$ cat src/rtl/game_st_cmd_sink.sv
`default_nettype none
// ============================================================================
// Module   : game_st_cmd_sink
// Purpose  : Avalon-ST 8-bit sink. It turns each HPS-side packet into a
//            command made of one opcode byte and a payload of up to MAX_LEN
//            bytes. The finished command is held for game logic behind a
//            valid/ready handshake. The payload is read back through a
//            registered random-access port. Framing errors are flagged,
//            counted and their data dropped.
// Ports    : clk_clk, reset_reset_n   - clock and async active-low reset
//            sti_*                    - Avalon-ST sink (ready latency 0)
//            cmd_valid/ready/opcode/len - held command and its handshake
//            rd_addr / rd_data        - payload read port, one-cycle latency
//            err_pulse/code/count     - framing error strobe, last code and
//                                       saturating counter
// Revision : 1.0 - initial release
// ============================================================================
module game_st_cmd_sink #(
    parameter  int MAX_LEN = 16,
    parameter  int ERR_W   = 16,
    localparam int LEN_W   = $clog2(MAX_LEN + 1)
) (
    input  logic             clk_clk,
    input  logic             reset_reset_n,
    output logic             sti_ready,
    input  logic             sti_valid,
    input  logic [7:0]       sti_data,
    input  logic             sti_startofpacket,
    input  logic             sti_endofpacket,
    output logic             cmd_valid,
    input  logic             cmd_ready,
    output logic [7:0]       cmd_opcode,
    output logic [LEN_W-1:0] cmd_len,
    input  logic [LEN_W-1:0] rd_addr,
    output logic [7:0]       rd_data,
    output logic             err_pulse,
    output logic [1:0]       err_code,
    output logic [ERR_W-1:0] err_count
);

    localparam logic [1:0] c_IDLE = 2'd0;
    localparam logic [1:0] c_RECV = 2'd1;
    localparam logic [1:0] c_DROP = 2'd2;
    localparam logic [1:0] c_HOLD = 2'd3;

    localparam logic [1:0] c_ERR_ORPHAN   = 2'd1;
    localparam logic [1:0] c_ERR_RESTART  = 2'd2;
    localparam logic [1:0] c_ERR_OVERFLOW = 2'd3;

    localparam logic [LEN_W-1:0] c_MAX_LEN = LEN_W'(MAX_LEN);

    // The buffer is indexed with just enough bits to cover MAX_LEN entries.
    // Its depth is rounded up to a power of two so that every index value
    // is in range.
    localparam int c_IDX_W = (MAX_LEN > 1) ? $clog2(MAX_LEN) : 1;
    localparam int c_DEPTH = 2 ** c_IDX_W;

    logic [1:0]       state_q,     state_d;
    logic             ready_en_q,  ready_en_d;
    logic [7:0]       opcode_q,    opcode_d;
    logic [LEN_W-1:0] len_q,       len_d;
    logic [7:0]       rd_data_q,   rd_data_d;
    logic             err_pulse_q, err_pulse_d;
    logic [1:0]       err_code_q,  err_code_d;
    logic [ERR_W-1:0] err_count_q, err_count_d;

    logic [7:0]       buf_mem [c_DEPTH];

    logic             w_beat;
    logic             w_buf_we;
    logic             w_err_hit;
    logic [1:0]       w_err_code;

    // ------------------------------------------------------------------
    // State and datapath registers
    // ------------------------------------------------------------------
    always_ff @(posedge clk_clk or negedge reset_reset_n) begin
        if (!reset_reset_n) begin
            state_q     <= c_IDLE;
            ready_en_q  <= 1'b0;
            opcode_q    <= 8'h00;
            len_q       <= '0;
            rd_data_q   <= 8'h00;
            err_pulse_q <= 1'b0;
            err_code_q  <= 2'd0;
            err_count_q <= '0;
        end else begin
            state_q     <= state_d;
            ready_en_q  <= ready_en_d;
            opcode_q    <= opcode_d;
            len_q       <= len_d;
            rd_data_q   <= rd_data_d;
            err_pulse_q <= err_pulse_d;
            err_code_q  <= err_code_d;
            err_count_q <= err_count_d;
        end
    end

    // The payload store has no reset. Its contents only matter while a
    // command is held.
    always_ff @(posedge clk_clk) begin
        if (w_buf_we) begin
            buf_mem[len_q[c_IDX_W-1:0]] <= sti_data;
        end
    end

    // ------------------------------------------------------------------
    // Next-state and datapath update
    // ------------------------------------------------------------------
    always_comb begin
        state_d    = state_q;
        opcode_d   = opcode_q;
        len_d      = len_q;
        w_buf_we   = 1'b0;
        w_err_hit  = 1'b0;
        w_err_code = err_code_q;

        case (state_q)
            c_IDLE, c_DROP: begin
                if (w_beat) begin
                    if (sti_startofpacket) begin
                        opcode_d = sti_data;
                        len_d    = '0;
                        state_d  = sti_endofpacket ? c_HOLD : c_RECV;
                    end else if (state_q == c_IDLE) begin
                        w_err_hit  = 1'b1;
                        w_err_code = c_ERR_ORPHAN;
                    end else if (sti_endofpacket) begin
                        // Tail of an overflowed packet has now ended.
                        state_d = c_IDLE;
                    end
                end
            end
            c_RECV: begin
                if (w_beat) begin
                    if (sti_startofpacket) begin
                        // Drop the partial packet and start over on the new one.
                        w_err_hit  = 1'b1;
                        w_err_code = c_ERR_RESTART;
                        opcode_d   = sti_data;
                        len_d      = '0;
                        state_d    = sti_endofpacket ? c_HOLD : c_RECV;
                    end else if (len_q < c_MAX_LEN) begin
                        w_buf_we = 1'b1;
                        len_d    = len_q + LEN_W'(1);
                        if (sti_endofpacket) begin
                            state_d = c_HOLD;
                        end
                    end else begin
                        w_err_hit  = 1'b1;
                        w_err_code = c_ERR_OVERFLOW;
                        state_d    = sti_endofpacket ? c_IDLE : c_DROP;
                    end
                end
            end
            c_HOLD: begin
                if (cmd_ready) begin
                    state_d = c_IDLE;
                end
            end
            default: state_d = c_IDLE;
        endcase
    end

    // ------------------------------------------------------------------
    // Outputs decoded from registered state
    // ------------------------------------------------------------------
    always_comb begin
        sti_ready = ready_en_q && (state_q != c_HOLD);
        cmd_valid = (state_q == c_HOLD);
    end

    assign w_beat = sti_valid && sti_ready;

    // Ready comes up on the first edge after reset is released.
    assign ready_en_d = 1'b1;

    always_comb begin
        err_pulse_d = w_err_hit;
        err_code_d  = w_err_code;
        err_count_d = err_count_q;
        if (w_err_hit && (err_count_q != {ERR_W{1'b1}})) begin
            err_count_d = err_count_q + ERR_W'(1);
        end
    end

    // An address at or beyond the held length reads as zero. This also
    // keeps the buffer index inside the valid entries.
    always_comb begin
        rd_data_d = 8'h00;
        if (rd_addr < len_q) begin
            rd_data_d = buf_mem[rd_addr[c_IDX_W-1:0]];
        end
    end

    assign cmd_opcode = opcode_q;
    assign cmd_len    = len_q;
    assign rd_data    = rd_data_q;
    assign err_pulse  = err_pulse_q;
    assign err_code   = err_code_q;
    assign err_count  = err_count_q;

endmodule
`default_nettype wire

$ cat config.mk
export PLATFORM = sky130hd
export DESIGN_NAME = game_st_cmd_sink
export DESIGN_NICKNAME = d
export VERILOG_FILES = /design/src/rtl/game_st_cmd_sink.sv
export SDC_FILE = /design/constraint.sdc
export NUM_CORES = 1
export LEC_CHECK = 0
export ABC_AREA = 1
export BUFFER_PORTS_ARGS = -buffer_cell sky130_fd_sc_hd__clkbuf_2
export CAP_MARGIN = 20
export CORE_ASPECT_RATIO = 2
export CORE_MARGIN = 1.5
export CORE_UTILIZATION = 60
export CTS_CLUSTER_DIAMETER = 100
export DETAILED_ROUTE_END_ITERATION = 6
export PLACE_DENSITY = 0.89
export REMOVE_ABC_BUFFERS = 1
export SYNTH_ARGS = -nofsm -noshare
export SYNTH_HDL_FRONTEND = slang
export SYNTH_SLANG_ARGS = --single-unit
$ cat constraint.sdc
create_clock -name clk_clk -period 3.62 [get_ports clk_clk]
set_clock_uncertainty 0.05 [all_clocks]
set_input_delay 0.362 -clock clk_clk [delete_from_list [all_inputs] [get_ports clk_clk]]
set_output_delay 0.362 -clock clk_clk [all_outputs]
set_load 0.05 [all_outputs]
==> metrics.md, run 1 <==
| Metric | Value |
|---|---|
| Worst Hold Class | `in2reg` |
| Worst setup SP type | `flop` |
| Tot Pwr | `5.19 mW` |
| CTS tree | `yes` |
| R2R Setup Slk | `1.18 ns` |
| Register bit total from synthesis | `between 150 and 200` |
| HPWL Detailed | `approximately 12,000 um` |
| Initial antenna violation count | `0` |
| Yosys warns | `0` |
| Via count | `5,576` |
| H-Tree Depth | `4` |
| Via density | `6.00` |
| Syn_area_per_cell | `between 10 and 15 sq um` |
| Placer congestion estimate | `0.961` |
| Setup Crit Path Kind | `reg2reg` |
| Worst skew pair latency | `0.44 ns` |
| Post-Syn Instances | `709` |
| GRT Total Usage | `between 20 and 30%` |
| Clock buffer depth | `2` |
| FF-to-FF path depth | `6` |
| Drt wl/cell | `just under 20 um` |
| Share of cells above drive strength 1 | `between 15 and 20%` |
| Final ANT Viol Nets | `0` |
| Dpl cells | `895` |
| Area Overhead vs Synth | `13.7%` |
| Slew @ Worst Pin | `between 0.9 and 1 ns` |
| CTS sink count | `171` |
| Crit end category | `flop` |
| Worst Hold Endpoint | `err_pulse$_DFF_PN0_` |
| Status | `finished clean` |
| Core outline area | `12,100 sq um` |
| Worst Path Max Fanout | `8` |
| CP arrival | `roughly 2.5 ns` |
| Unrepaired setup endpoints after global routing | `false` |
| Initial drt markers | `727` |
| Cell Rows | `57` |
| Chip width | `81.7 um` |
| Post-CTS setup buffers | `0` |
| Pin count of the biggest net entering global routing | `between 60 and 70` |
| Hold path start | `sti_valid` |
| Die area | `approximately 13,000 sq um` |
| Reg-to-reg endpoint | `buf_mem[7][2]$_DFFE_PP_` |
| Worst R2R Start | `state_q[0]$_DFFE_PN0P_` |
| CTS Buf Count | `17` |
| First-pass GRT wire length | `27,900 um` |
| Worst-path clk slew | `~0.07 ns` |
| Number of port buffers | `60` |
| Final setup violation count | `0` |
| Antenna diodes | `0` |
| Initial Util | `61.3%` |
| Fin Setup TNS | `0 ns` |
| Vias in the first global route | `between 5,000 and 6,000` |
| Slew HR | `34.7%` |
| Root buffer cell | `clkbuf_16` |
| Layout Cells excl Fill | `929` |
| Post-Syn Area | `7430 sq um` |
| WHS Path Cells | `3` |
| Netlist cell types | `33` |
| Post-route clock period utilization | `67.4%` |
| P_leak | `3.49 nW` |
| Hold-fix buffers at CTS | `0` |
| Post-Route WL | `18,100 um` |
| Post_cts resized | `0` |
| Maximum clock rate | `410 MHz` |
| Power Density | `614 nW/um^2` |
| Final Max Slew Viols | `0` |
| Sequential area share after synthesis | `66.2%` |
| Peak VDD IR | `592 uV` |
| DRT Pass-1 Iters | `6` |
| Total grt overflow | `0` |
| Tmin final | `2.44 ns` |
| Die Y-Extent | `160 um` |
| Nets | `797` |
| Max Cap Viol | `0` |
| Fillcell total | `between 700 and 800` |
| Final Hold Fails | `0` |
| I/O Pins | `61` |
| Worst EP required | `between 3 and 4 ns` |
| DR DRC count | `0` |
-- cell families (layout without fill, tap and decap cells) --
family / count (synthesis) / in the layout / share of synthesized area (%)
compound gates: 43 / 43 / 3.10
xor+xnor: 10 / 10 / 1.18
fa+ha+maj: 9 / 9 / 1.51
buf+inv: 68 / 141 / 3.87
flops: 171 / 171 / 66.2
mux: 8 / 8 / 1.21
other cells: 1 / 1 / 0.0504
simple gates: 399 / 399 / 22.9
-- worst max-delay path by stage --
stage	start	to	slack, ns	cells after the start
floorplan	rd_addr[0]	rd_data[0]$_DFF_PN0_	1.58	5
global placement	rd_addr[1]	rd_data[1]$_DFF_PN0_	1.34	8
detailed placement	rd_addr[1]	rd_data[4]$_DFF_PN0_	1.26	8
CTS	state_q[0]$_DFFE_PN0P_	buf_mem[7][2]$_DFFE_PP_	1.23	6
global route	state_q[0]$_DFFE_PN0P_	buf_mem[7][2]$_DFFE_PP_	1.08	6
finish	state_q[0]$_DFFE_PN0P_	buf_mem[7][2]$_DFFE_PP_	1.18	6
-- critical path, stage by stage, from the launching register on --
cell and delay, ns:
dfrtp_1 0.52, nand2_2 0.12, nor2_2 0.13, nand2_2 0.12, nor2_4 0.19, nand2_1 0.16, nor2_1 0.77
-- metrics by stage --
| step | cell area [sq um] | worst slack [ns] | util (%) | hold WS [ns] |
|---|---|---|---|---|
| after global placement | 7830 | 1.34 | 64.5 | 0.413 |
| after floorplan | 7300 | 1.58 | - | 0.0164 |
| after global routing | 8450 | 1.08 | 69.7 | 0.216 |
| after CTS | 8420 | 1.23 | 69.5 | 0.112 |
| final | 8450 | 1.18 | 69.7 | 0.215 |
| after detailed placement | 7830 | 1.26 | 64.5 | 0.429 |
-- state kept, by name, summed over array words and instances, names as in the netlist --
name	count
buf_mem	128
cmd_len	5
cmd_opcode	8
err_code	2
err_count	16
err_pulse	1
rd_data	8
ready_en_q	1
state_q	2
-- cells in the mapped netlist --
library cell / n / area [sq um]
nand2_2: 4 / 25.0
a21oi_1: 20 / 100
nand3_1: 91 / 455
edfxtp_1: 128 / 3840
nand3_4: 1 / 17.5
o22ai_1: 1 / 6.26
xnor2_1: 9 / 78.8
o21ai_0: 13 / 65.1
nand2_4: 2 / 22.5
a31oi_1: 7 / 43.8
buf_2: 14 / 70.1
inv_1: 39 / 146
ha_1: 9 / 113
dfrtp_1: 43 / 1080
nand3b_1: 1 / 7.51
nor2_2: 3 / 18.8
inv_2: 1 / 3.75
o211ai_1: 1 / 7.51
buf_1: 2 / 7.51
nand4_1: 2 / 12.5
nand2_1: 240 / 901
clkbuf_1: 8 / 30.0
nand3_2: 2 / 20.0
conb_1: 1 / 3.75
nor2_4: 2 / 22.5
and2_1: 2 / 12.5
buf_6: 2 / 22.5
a22oi_1: 1 / 7.51
xor2_1: 1 / 8.76
clkinv_1: 2 / 7.51
nor3_1: 2 / 10.0
mux2_2: 8 / 90.1
nor2_1: 47 / 176
-- cell usage in the layout (no fill, tap or decap), types with 4 or more instances in the layout --
master / n
nand2_1: 240
edfxtp_1: 128
nand3_1: 91
clkbuf_2: 60
nor2_1: 47
dfrtp_1: 43
inv_1: 39
a21oi_1: 20
clkbuf_16: 17
o21ai_0: 13
xnor2_1: 9
ha_1: 9
mux2_2: 8
a31oi_1: 7
inv_8: 5
buf_4: 5
nand2_2: 4
inv_6: 4
-- area by class of cell --
class,count,area [sq um],share of cell area [%]
flip-flops and latches,171,4920,58.2
multi-input cells,470,2230,26.3
clock buffers,17,425,5.03
repair buffers,67,368,4.35
well taps,147,184,2.18
clock inverters,15,171,2.03
inverters,42,158,1.87
-- per-layer routing --
metal / track usage (%) / up-vias / routed length, um
met2: 50.7 / 329 / 9780
met3: 7.50 / 82 / 1330
met4: 19.5 / 0 / 1080
met1: 30.9 / 2660 / 5940
li1: - / 2505 / -
met5: 0 / - / 0
-- power breakdown --
group | internal [mW] | total [mW] | switching [mW] | leakage (nW)
sequential | 2.22 | 2.35 | 0.129 | 1.71
clock | 0.987 | 1.83 | 0.845 | 0.291
combinational | 0.247 | 1.01 | 0.759 | 1.48
total | 3.46 | 5.19 | 1.73 | 3.49
Note: power is estimated with default switching activity, not from simulation.
==> run 2, diff against run 1 <==
==> constraint.sdc (replaced) <==
create_clock -name clk_clk -period 2.3 [get_ports clk_clk]
set_clock_uncertainty 0.05 [all_clocks]
set_input_delay 0.23 -clock clk_clk [delete_from_list [all_inputs] [get_ports clk_clk]]
set_output_delay 0.23 -clock clk_clk [all_outputs]
set_load 0.05 [all_outputs]
==> run 2 against run 1 <==
Power grew 57%. Worst hold slack lost 0.12 ns. Global-route usage increased by 0.29 points. Sequential share of layout area down 1.1 points. Sequential cell count is the same. Critical path type unchanged.
==> metrics.md, run 2 (synthesis gave the netlist of run 1 again) <==
| Metric | Value |
|---|---|
| Multi-input gate area | `2230 sq um (unchanged)` |
| Pin count of the biggest net entering global routing | `65 (unchanged)` |
| Slew @ Worst Pin | `0.668 ns (-0.309 ns)` |
| Die Y-Extent | `160 um (unchanged)` |
| Share of cells above drive strength 1 | `17.7% (+2.3 points)` |
| Final ANT Viol Nets | `0 (unchanged)` |
| Worst Hold Slack | `0.0930 ns (-0.122 ns)` |
| Worst EP required | `2.31 ns (-1.32 ns)` |
| CTS Buf Count | `17 (unchanged)` |
| Nets | `821 (+3.0%)` |
| Worst Path Max Fanout | `8 (unchanged)` |
| Root buffer cell | `clkbuf_16` |
| Setup Crit Path Kind | `reg2reg` |
| Slew HR | `55.5% (+21 points)` |
| Final Hold Fails | `0 (unchanged)` |
| Number of port buffers | `60 (unchanged)` |
| Initial drt markers | `758 (+4.3%)` |
| Register Area | `4920 sq um (unchanged)` |
| Clock buffer depth | `2 (unchanged)` |
| Unrepaired setup endpoints after global routing | `false` |
| Placer congestion estimate | `0.964 (+0.37%)` |
| CTS sink count | `171 (unchanged)` |
| Final Max Slew Viols | `0 (unchanged)` |
| Initial antenna violation count | `0 (unchanged)` |
| DRT Pass-1 Iters | `5 (-1)` |
| Status | `finished clean` |
| Worst setup SP type | `flop` |
| Peak VDD IR | `823 uV (+39%)` |
| GRT Total Usage | `29.9% (+0.29 points)` |
| Post-route clock period utilization | `92.6% (+25 points)` |
| Dpl cell area | `8010 sq um (+2.4%)` |
| Cell Rows | `57 (unchanged)` |
| Maximum clock rate | `469 MHz (+15%)` |
| Tmin final | `2.13 ns (-0.311 ns)` |
| CP arrival | `2.14 ns (-0.31 ns)` |
| Antenna diodes | `0 (unchanged)` |
| Die area | `13,100 sq um (unchanged)` |
| Worst-path clk slew | `0.07 ns (about the same)` |
| Final setup violation count | `0 (unchanged)` |
| Power Density | `943 nW/um^2 (+54%)` |
| Vias in the first global route | `5,574 (+0.80%)` |
| Commonest non-fill, non-tap cell in the layout | `nand2_1` |
| Drt wl/cell | `19.0 um (-2.7%)` |
| Worst setup margin | `0.170 ns (-1.01 ns)` |
| Worst skew pair latency | `0.42 ns (-0.02 ns)` |
| Chip width | `81.7 um (unchanged)` |
| Worst Hold Class | `in2reg` |
| Post_cts resized | `0 (unchanged)` |
| Design Area, Final | `8620 sq um (+1.9%)` |
| Total grt overflow | `0 (unchanged)` |
| First-pass GRT wire length | `28,400 um (+1.8%)` |
| Commonest cells after routing, fill and taps aside | `nand2_1 (240), edfxtp_1 (128), nand3_1 (91), clkbuf_2 (60), nor2_1 (47)` |
| DR DRC count | `0 (unchanged)` |
| Via density | `5.88 (-2.0%)` |
| P_leak | `3.60 nW (+3.4%)` |
| Core outline area | `12,100 sq um (unchanged)` |
| Fin Setup TNS | `0 ns (unchanged)` |
| H-Tree Depth | `4 (unchanged)` |
| Tot Pwr | `8.12 mW (+57%)` |
| Fillcell total | `800 (+0.63%)` |
| Post-CTS setup buffers | `0 (unchanged)` |
| Via count | `5,605 (+0.52%)` |
| Max Cap Viol | `0 (unchanged)` |
| Initial Util | `61.3% (unchanged)` |
| Max reg flops | `128 (unchanged)` |
| HPWL Detailed | `12,200 um (+6.1%)` |
| CTS tree | `yes` |
| I/O Pins | `61 (unchanged)` |
| Setup WS pre-CTS | `0.290 ns (-0.969 ns)` |
| Post-Route WL | `18,100 um (-0.23%)` |
| Crit end category | `flop` |
| Area Overhead vs Synth | `15.9%` |
run 2: area by class of cell:
cell class	count	share of cell area, %
inverter	42	1.83
multi-input combinational	470	25.8
clock inverter	10	1.25
timing repair buffer	91	6.22
clock buffer	22	5.63
tap	147	2.13
sequential	171	57.1
run 2: critical path: stages (launching register included):
cell     delay, ns
dfrtp_1       0.50
nand2_2       0.12
nor2_2        0.12
nand2_2       0.11
nor2_4        0.19
nand2_1       0.16
nor2_1        0.51
run 2: routing by layer:
metal  share of wire (%)  GRT usage, %  routed length [um]
met3                 7.2          5.63                1300
met2                  54          52.1                9790
met5                   0             0                   0
met1                  33          32.6                5990
met4                 5.5          18.0                1000
run 2: final timing paths:
| kind | start | depth (start not counted) | to | slack [ns] |
|---|---|---|---|---|
| worst max register to register | state_q[0]$_DFFE_PN0P_ | 6 | buf_mem[13][5]$_DFFE_PP_ | 0.17 |
| worst min register to register | err_code[1]$_DFFE_PN0P_ | 2 | err_code[1]$_DFFE_PN0P_ | 0.46 |
| worst min-delay path | sti_valid | 3 | err_pulse$_DFF_PN0_ | 0.09 |
| max in group asynchronous | reset_reset_n | 3 | cmd_len[2]$_DFFE_PN0P_ | 1.42 |
| min in group asynchronous | reset_reset_n | 3 | err_count[0]$_DFFE_PN0P_ | 0.38 |
| worst max-delay path | state_q[0]$_DFFE_PN0P_ | 6 | buf_mem[13][5]$_DFFE_PP_ | 0.17 |
run 2: through the flow:
step                cells  utilization (%)
floorplan             683                -
global placement      920             66.1
detailed placement    920             66.1
finish                953             71.1
CTS                   953             71.1
global route          953             71.1
run 2: power breakdown:
group | internal [mW] | total [mW] | switching, mW
Sequential | 3.50 | 3.68 | 0.185
Combinational | 0.397 | 1.61 | 1.21
Clock | 1.64 | 2.83 | 1.20
run 2: repair_timing:
action                                  CTS  global route
hold buffers                              1             0
hold endpoints to repair                 43             0
endpoints found under the setup margin    0             0
